### src/rtl/mm_host_master.sv
// mm_host_master: initiator on the QoS-control register bus.
// Converts single host commands (valid/ready) into one-cycle mm_write_en /
// mm_read_en strobes and returns read data. Also polls STATUS and ERROR every
// POLL_PERIOD cycles and publishes both words together for supervisory logic.
// Ports:
//   clk, rst_n                 clock, asynchronous active-low reset
//   cmd_valid/ready/write      host command handshake and direction
//   cmd_addr, cmd_wdata        host command address / write data
//   rsp_valid, rsp_rdata       command completion pulse / read data
//   poll_enable                enables the periodic poll
//   status_word, error_word    last polled register values
//   status_valid               pulse: both poll words just updated
//   busy                       FSM is not idle
//   mm_write_en/read_en        bus strobes
//   mm_addr, mm_wdata          bus address / write data (held between strobes)
//   mm_rdata                   bus read data, valid the cycle after mm_read_en
module mm_host_master #(
  parameter int unsigned POLL_PERIOD = 1000,
  parameter logic [7:0]  STATUS_ADDR = 8'h01,
  parameter logic [7:0]  ERROR_ADDR  = 8'h02
) (
  input  logic        clk,
  input  logic        rst_n,
  input  logic        cmd_valid,
  output logic        cmd_ready,
  input  logic        cmd_write,
  input  logic [7:0]  cmd_addr,
  input  logic [31:0] cmd_wdata,
  output logic        rsp_valid,
  output logic [31:0] rsp_rdata,
  input  logic        poll_enable,
  output logic [31:0] status_word,
  output logic [31:0] error_word,
  output logic        status_valid,
  output logic        busy,
  output logic        mm_write_en,
  output logic        mm_read_en,
  output logic [7:0]  mm_addr,
  output logic [31:0] mm_wdata,
  input  logic [31:0] mm_rdata
);

  localparam int unsigned TW = (POLL_PERIOD > 1) ? $clog2(POLL_PERIOD) : 1;
  localparam logic [TW-1:0] TIMER_MAX = TW'(POLL_PERIOD - 1);

  typedef enum logic [2:0] {
    IDLE, WR, RD, RD_CAP, PS, PS_CAP, PE, PE_CAP
  } state_e;

  state_e        state_q, state_d;
  logic [TW-1:0] timer_q, timer_d;
  logic          poll_pending_q, poll_pending_d;
  logic [31:0]   status_tmp_q, status_tmp_d;
  logic          cmd_ready_q, cmd_ready_d;
  logic          rsp_valid_q, rsp_valid_d;
  logic [31:0]   rsp_rdata_q, rsp_rdata_d;
  logic [31:0]   status_word_q, status_word_d;
  logic [31:0]   error_word_q, error_word_d;
  logic          status_valid_q, status_valid_d;
  logic          busy_q, busy_d;
  logic          mm_write_en_q, mm_write_en_d;
  logic          mm_read_en_q, mm_read_en_d;
  logic [7:0]    mm_addr_q, mm_addr_d;
  logic [31:0]   mm_wdata_q, mm_wdata_d;

  logic          timer_expire;
  logic          start_poll;

  // Next-state, strobes, poll timer and response/poll capture
  always_comb begin
    state_d        = state_q;
    timer_d        = timer_q;
    poll_pending_d = poll_pending_q;
    status_tmp_d   = status_tmp_q;
    rsp_valid_d    = 1'b0;
    rsp_rdata_d    = rsp_rdata_q;
    status_word_d  = status_word_q;
    error_word_d   = error_word_q;
    status_valid_d = 1'b0;
    mm_write_en_d  = 1'b0;
    mm_read_en_d   = 1'b0;
    mm_addr_d      = mm_addr_q;
    mm_wdata_d     = mm_wdata_q;

    timer_expire = poll_enable && (timer_q == TIMER_MAX);
    start_poll   = (state_q == IDLE) && poll_pending_q && poll_enable;

    if (!poll_enable || timer_expire) begin
      timer_d = '0;
    end else begin
      timer_d = timer_q + TW'(1);
    end

    case (state_q)
      IDLE: begin
        // A pending poll outranks a waiting command; the command stays queued.
        if (start_poll) begin
          state_d      = PS;
          mm_read_en_d = 1'b1;
          mm_addr_d    = STATUS_ADDR;
        end else if (cmd_valid && cmd_ready_q) begin
          mm_addr_d = cmd_addr;
          if (cmd_write) begin
            state_d       = WR;
            mm_write_en_d = 1'b1;
            mm_wdata_d    = cmd_wdata;
          end else begin
            state_d      = RD;
            mm_read_en_d = 1'b1;
          end
        end
      end
      WR: begin
        state_d     = IDLE;
        rsp_valid_d = 1'b1;
        rsp_rdata_d = '0;
      end
      RD:     state_d = RD_CAP;
      RD_CAP: begin
        state_d     = IDLE;
        rsp_valid_d = 1'b1;
        rsp_rdata_d = mm_rdata;
      end
      PS:     state_d = PS_CAP;
      PS_CAP: begin
        status_tmp_d = mm_rdata;
        state_d      = PE;
        mm_read_en_d = 1'b1;
        mm_addr_d    = ERROR_ADDR;
      end
      PE:     state_d = PE_CAP;
      PE_CAP: begin
        status_word_d  = status_tmp_q;
        error_word_d   = mm_rdata;
        status_valid_d = 1'b1;
        state_d        = IDLE;
      end
      default: state_d = IDLE;
    endcase

    // Expiry outranks the clear on poll start so at most one poll stays queued.
    if (!poll_enable) begin
      poll_pending_d = 1'b0;
    end else if (timer_expire) begin
      poll_pending_d = 1'b1;
    end else if (start_poll) begin
      poll_pending_d = 1'b0;
    end

    cmd_ready_d = (state_d == IDLE) && !poll_pending_d;
    busy_d      = (state_d != IDLE);
  end

  // State and output registers
  always_ff @(posedge clk or negedge rst_n) begin
    if (!rst_n) begin
      state_q        <= IDLE;
      timer_q        <= '0;
      poll_pending_q <= 1'b0;
      status_tmp_q   <= '0;
      cmd_ready_q    <= 1'b0;
      rsp_valid_q    <= 1'b0;
      rsp_rdata_q    <= '0;
      status_word_q  <= '0;
      error_word_q   <= '0;
      status_valid_q <= 1'b0;
      busy_q         <= 1'b0;
      mm_write_en_q  <= 1'b0;
      mm_read_en_q   <= 1'b0;
      mm_addr_q      <= '0;
      mm_wdata_q     <= '0;
    end else begin
      state_q        <= state_d;
      timer_q        <= timer_d;
      poll_pending_q <= poll_pending_d;
      status_tmp_q   <= status_tmp_d;
      cmd_ready_q    <= cmd_ready_d;
      rsp_valid_q    <= rsp_valid_d;
      rsp_rdata_q    <= rsp_rdata_d;
      status_word_q  <= status_word_d;
      error_word_q   <= error_word_d;
      status_valid_q <= status_valid_d;
      busy_q         <= busy_d;
      mm_write_en_q  <= mm_write_en_d;
      mm_read_en_q   <= mm_read_en_d;
      mm_addr_q      <= mm_addr_d;
      mm_wdata_q     <= mm_wdata_d;
    end
  end

  assign cmd_ready    = cmd_ready_q;
  assign rsp_valid    = rsp_valid_q;
  assign rsp_rdata    = rsp_rdata_q;
  assign status_word  = status_word_q;
  assign error_word   = error_word_q;
  assign status_valid = status_valid_q;
  assign busy         = busy_q;
  assign mm_write_en  = mm_write_en_q;
  assign mm_read_en   = mm_read_en_q;
  assign mm_addr      = mm_addr_q;
  assign mm_wdata     = mm_wdata_q;

endmodule

### config.mk
export PLATFORM = sky130hd
export DESIGN_NAME = mm_host_master
export DESIGN_NICKNAME = d
export VERILOG_FILES = /design/src/rtl/mm_host_master.sv
export SDC_FILE = /design/constraint.sdc
export NUM_CORES = 1
export LEC_CHECK = 0
export CAP_MARGIN = 20
export CORE_ASPECT_RATIO = 1.2
export CORE_MARGIN = 1
export CORE_UTILIZATION = 43
export CTS_CLUSTER_SIZE = 12
export DETAILED_ROUTE_END_ITERATION = 10
export PLACE_DENSITY_LB_ADDON = 0.05
export SLEW_MARGIN = 20
export SYNTH_ARGS = -nofsm -noshare
export SYNTH_HDL_FRONTEND = slang
export SYNTH_SLANG_ARGS = --single-unit
### constraint.sdc
create_clock -name clk -period 1.8 [get_ports clk]
set_input_delay 0.27 -clock clk [delete_from_list [all_inputs] [get_ports clk]]
set_output_delay 0.27 -clock clk [all_outputs]
set_load 0.02 [all_outputs]
==> metrics <==
status completed; Post-Syn Area 7426 sq um; vias in the first global route roughly 5500; PD cells 1576 nW/um^2; max_cap viols 0; Switch Pwr 0.005709 W; initial antenna violation count 0; Ports 219; core footprint 16850 sq um; GRT Resource Usage Total 0.2092; CTS tree built; grt ovf 0; Final Hold Fails 0; Die W roughly 120 um; fraction of registers with async set/reset 1.000; CP peak stage delay about 410 ps; Vert. Die Dim roughly 150 um; worst rel slew slack 0.7244; clock latency on the worst-skew pair 430 ps; CTS Buf Count 17; DRC Markers 0; number of port buffers about 220; cell area after layout 10540 sq um; most frequent cells in the layout clkdlybuf4s50_1 (216), dfrtp_1 (188), nand2_1 (169), mux2_2 (67), o21ai_0 (37); cell family with most CP delay flip-flops; Fill cells about 1300; 1st-iter DRT viols about 190; post-DP HPWL 12430 um; Buffers & Inverters on Critical Path 1; CP Class reg2reg; # nets final 905; leakage power approximately 4.5 nW; Setup crit end kind register; Worst Tran Pin Value roughly 410 ps; CTS Sinks 188; final cell utilization of the core 0.6253; Required @ worst endpoint 2110 ps; Avg Inst Size Synth between 10 and 15 sq um; first-pass GRT wire length ~29000 um; syn_nets 672; area grow syn2layout 41.90%; GPL Wtd Cong 0.8359; synth unique cells 44; RR Startpoint state_q[2]; DR WL/cell 16.72 um; area share of the largest cell type after synthesis 0.6335; unrepaired setup endpoints after global routing false; ys flop type dfrtp_1; Max Clock Freq 0.5766 GHz; critical-path cell list a2111oi_4 > and3_2 > buf_12 > mux2_2; post-synth top area cell dfrtp_1; final WL 17650 um; Hold WC Path Type in2async; Max Buffers Root-to-Sink 2; critical path data arrival time between 2000 and 2500 ps; Max rail drop VDD 0.7219 mV; clock power share 0.216; Clock Skews 5.051 ps; CP startpoint state_q[2]; cells after synthesis 594; Seq pwr share 0.390; antenna viol nets, final 0; Logic pwr share 0.394; Crit-path slowest cell dfrtp_1; largest net degree at the start of global routing just under 50; H-tree levels 4; min cycle time layout 1734 ps; via density per instance 4.938; share of post-route cells with drive strength above 1 0.2000; Seq/Total Area, Yosys 0.6335; Starting Density 0.4407; antenna cells 0; placed cell areas 9962 sq um; Rows 52; commonest non-fill, non-tap cell in the layout clkdlybuf4s50_1; post-synthesis register bit count 188; switching share of power 0.3439; total power 0.01660 W; final max-slew violation count 0; startpoint types register; TritonRoute pass-1 iters 4; Setup-failing EPs final 0; Worst-path clk slew around 70 ps; die area 17800 sq um; footprint of the multi-input gates 2481 sq um; vias ~5200; crit path max fanout 23; Synth Warn # 0; register area approximately 4700 sq um; root buf cell clkbuf_16; WHS around 370 ps; largest cells by area after synthesis dfrtp_1 (63%), mux2_2 (10%), nand2_1 (8.5%); Post-synth EDFFs 0; P_int 0.01089 W; Tcrit/Tclk final 0.9634
==> synthesized netlist by cell type (3+ instances only) <==
cell type / n
nor2_1: 8
or2_2: 3
nand3_1: 3
nand2_1: 169
clkbuf_1: 16
or3_1: 3
mux2_4: 29
buf_2: 9
o21ai_0: 37
inv_1: 7
dfrtp_1: 188
a31oi_1: 4
mux2_2: 67
a21oi_1: 4
a22o_1: 7
buf_12: 3
==> registers in the layout, summed over array words and instances, names as in the netlist, 3 cells and up <==
signal and flops:
timer_q 10, rsp_rdata 32, mm_wdata 32, error_word 32, status_word 32, status_tmp_q 32
mm_addr 8, state_q 3
==> power groups by stage <==
stage / registers, W / logic, W / clock network (W)
floorplan: 0.00783 / 0.00206 / 0
global placement: 0.00649 / 0.00648 / 0
detailed placement: 0.00656 / 0.00659 / 0
CTS: 0.00649 / 0.00663 / 0.00368
global route: 0.00666 / 0.00702 / 0.00386
finish: 0.00648 / 0.00655 / 0.00358
==> cell families after synthesis <==
logic type / share of synthesized area
AND/OR/NAND/NOR: 0.1127
AO/OA/AOI/OAI: 0.05526
buffers and inverters: 0.03303
multiplexers: 0.1602
XOR/XNOR: 0.003539
flip-flops: 0.6335
adder cells (fa/ha/maj): 0.001685
==> metal layers <==
layer | wire [um] | global-route usage
met1 | 7248 | 0.2559
met5 | 0 | 0
met3 | 1295 | 0.06034
met2 | 8939 | 0.3565
met4 | 170 | 0.05679
==> metrics by stage <==
step	worst slack, ps	instances	TNS, ps
2_1_floorplan	107.4	594	0
3_5_place_dp	-323.3	1023	-9298
3_3_place_gp	-318.7	1023	-9380
5_1_grt	12.01	1056	0
6_report	65.80	1056	0
4_1_cts	27.91	1056	0
==> cell type report <==
class | instances | area share
clock inverters | 14 | 0.01175
flip-flops and latches | 188 | 0.4464
inverters | 8 | 0.002850
multi-input cells | 366 | 0.2355
clock buffers | 18 | 0.04168
well taps | 216 | 0.02565
repair buffers | 246 | 0.2362
==> repair_timing <==
item	4_1_cts	5_1_grt
setup buffers	0	0
endpoints found under the hold margin	43	0
hold buffers	1	0
setup endpoints to repair	0	1
gates resized for setup	0	1
==> worst paths after layout <==
| path | to | slack [ps] | depth (start not counted) |
|---|---|---|---|
| setup / recovery | mm_wdata[1] | 70 | 4 |
| hold / removal | error_word[7] | 370 | 2 |
| setup reg to reg | mm_wdata[1] | 70 | 4 |
| hold reg to reg | timer_q[0] | 460 | 1 |
| max in group asynchronous | status_tmp_q[29] | 820 | 3 |
| min in group clk | mm_addr[0] | 390 | 3 |
Power figures use the tool's default switching activity.
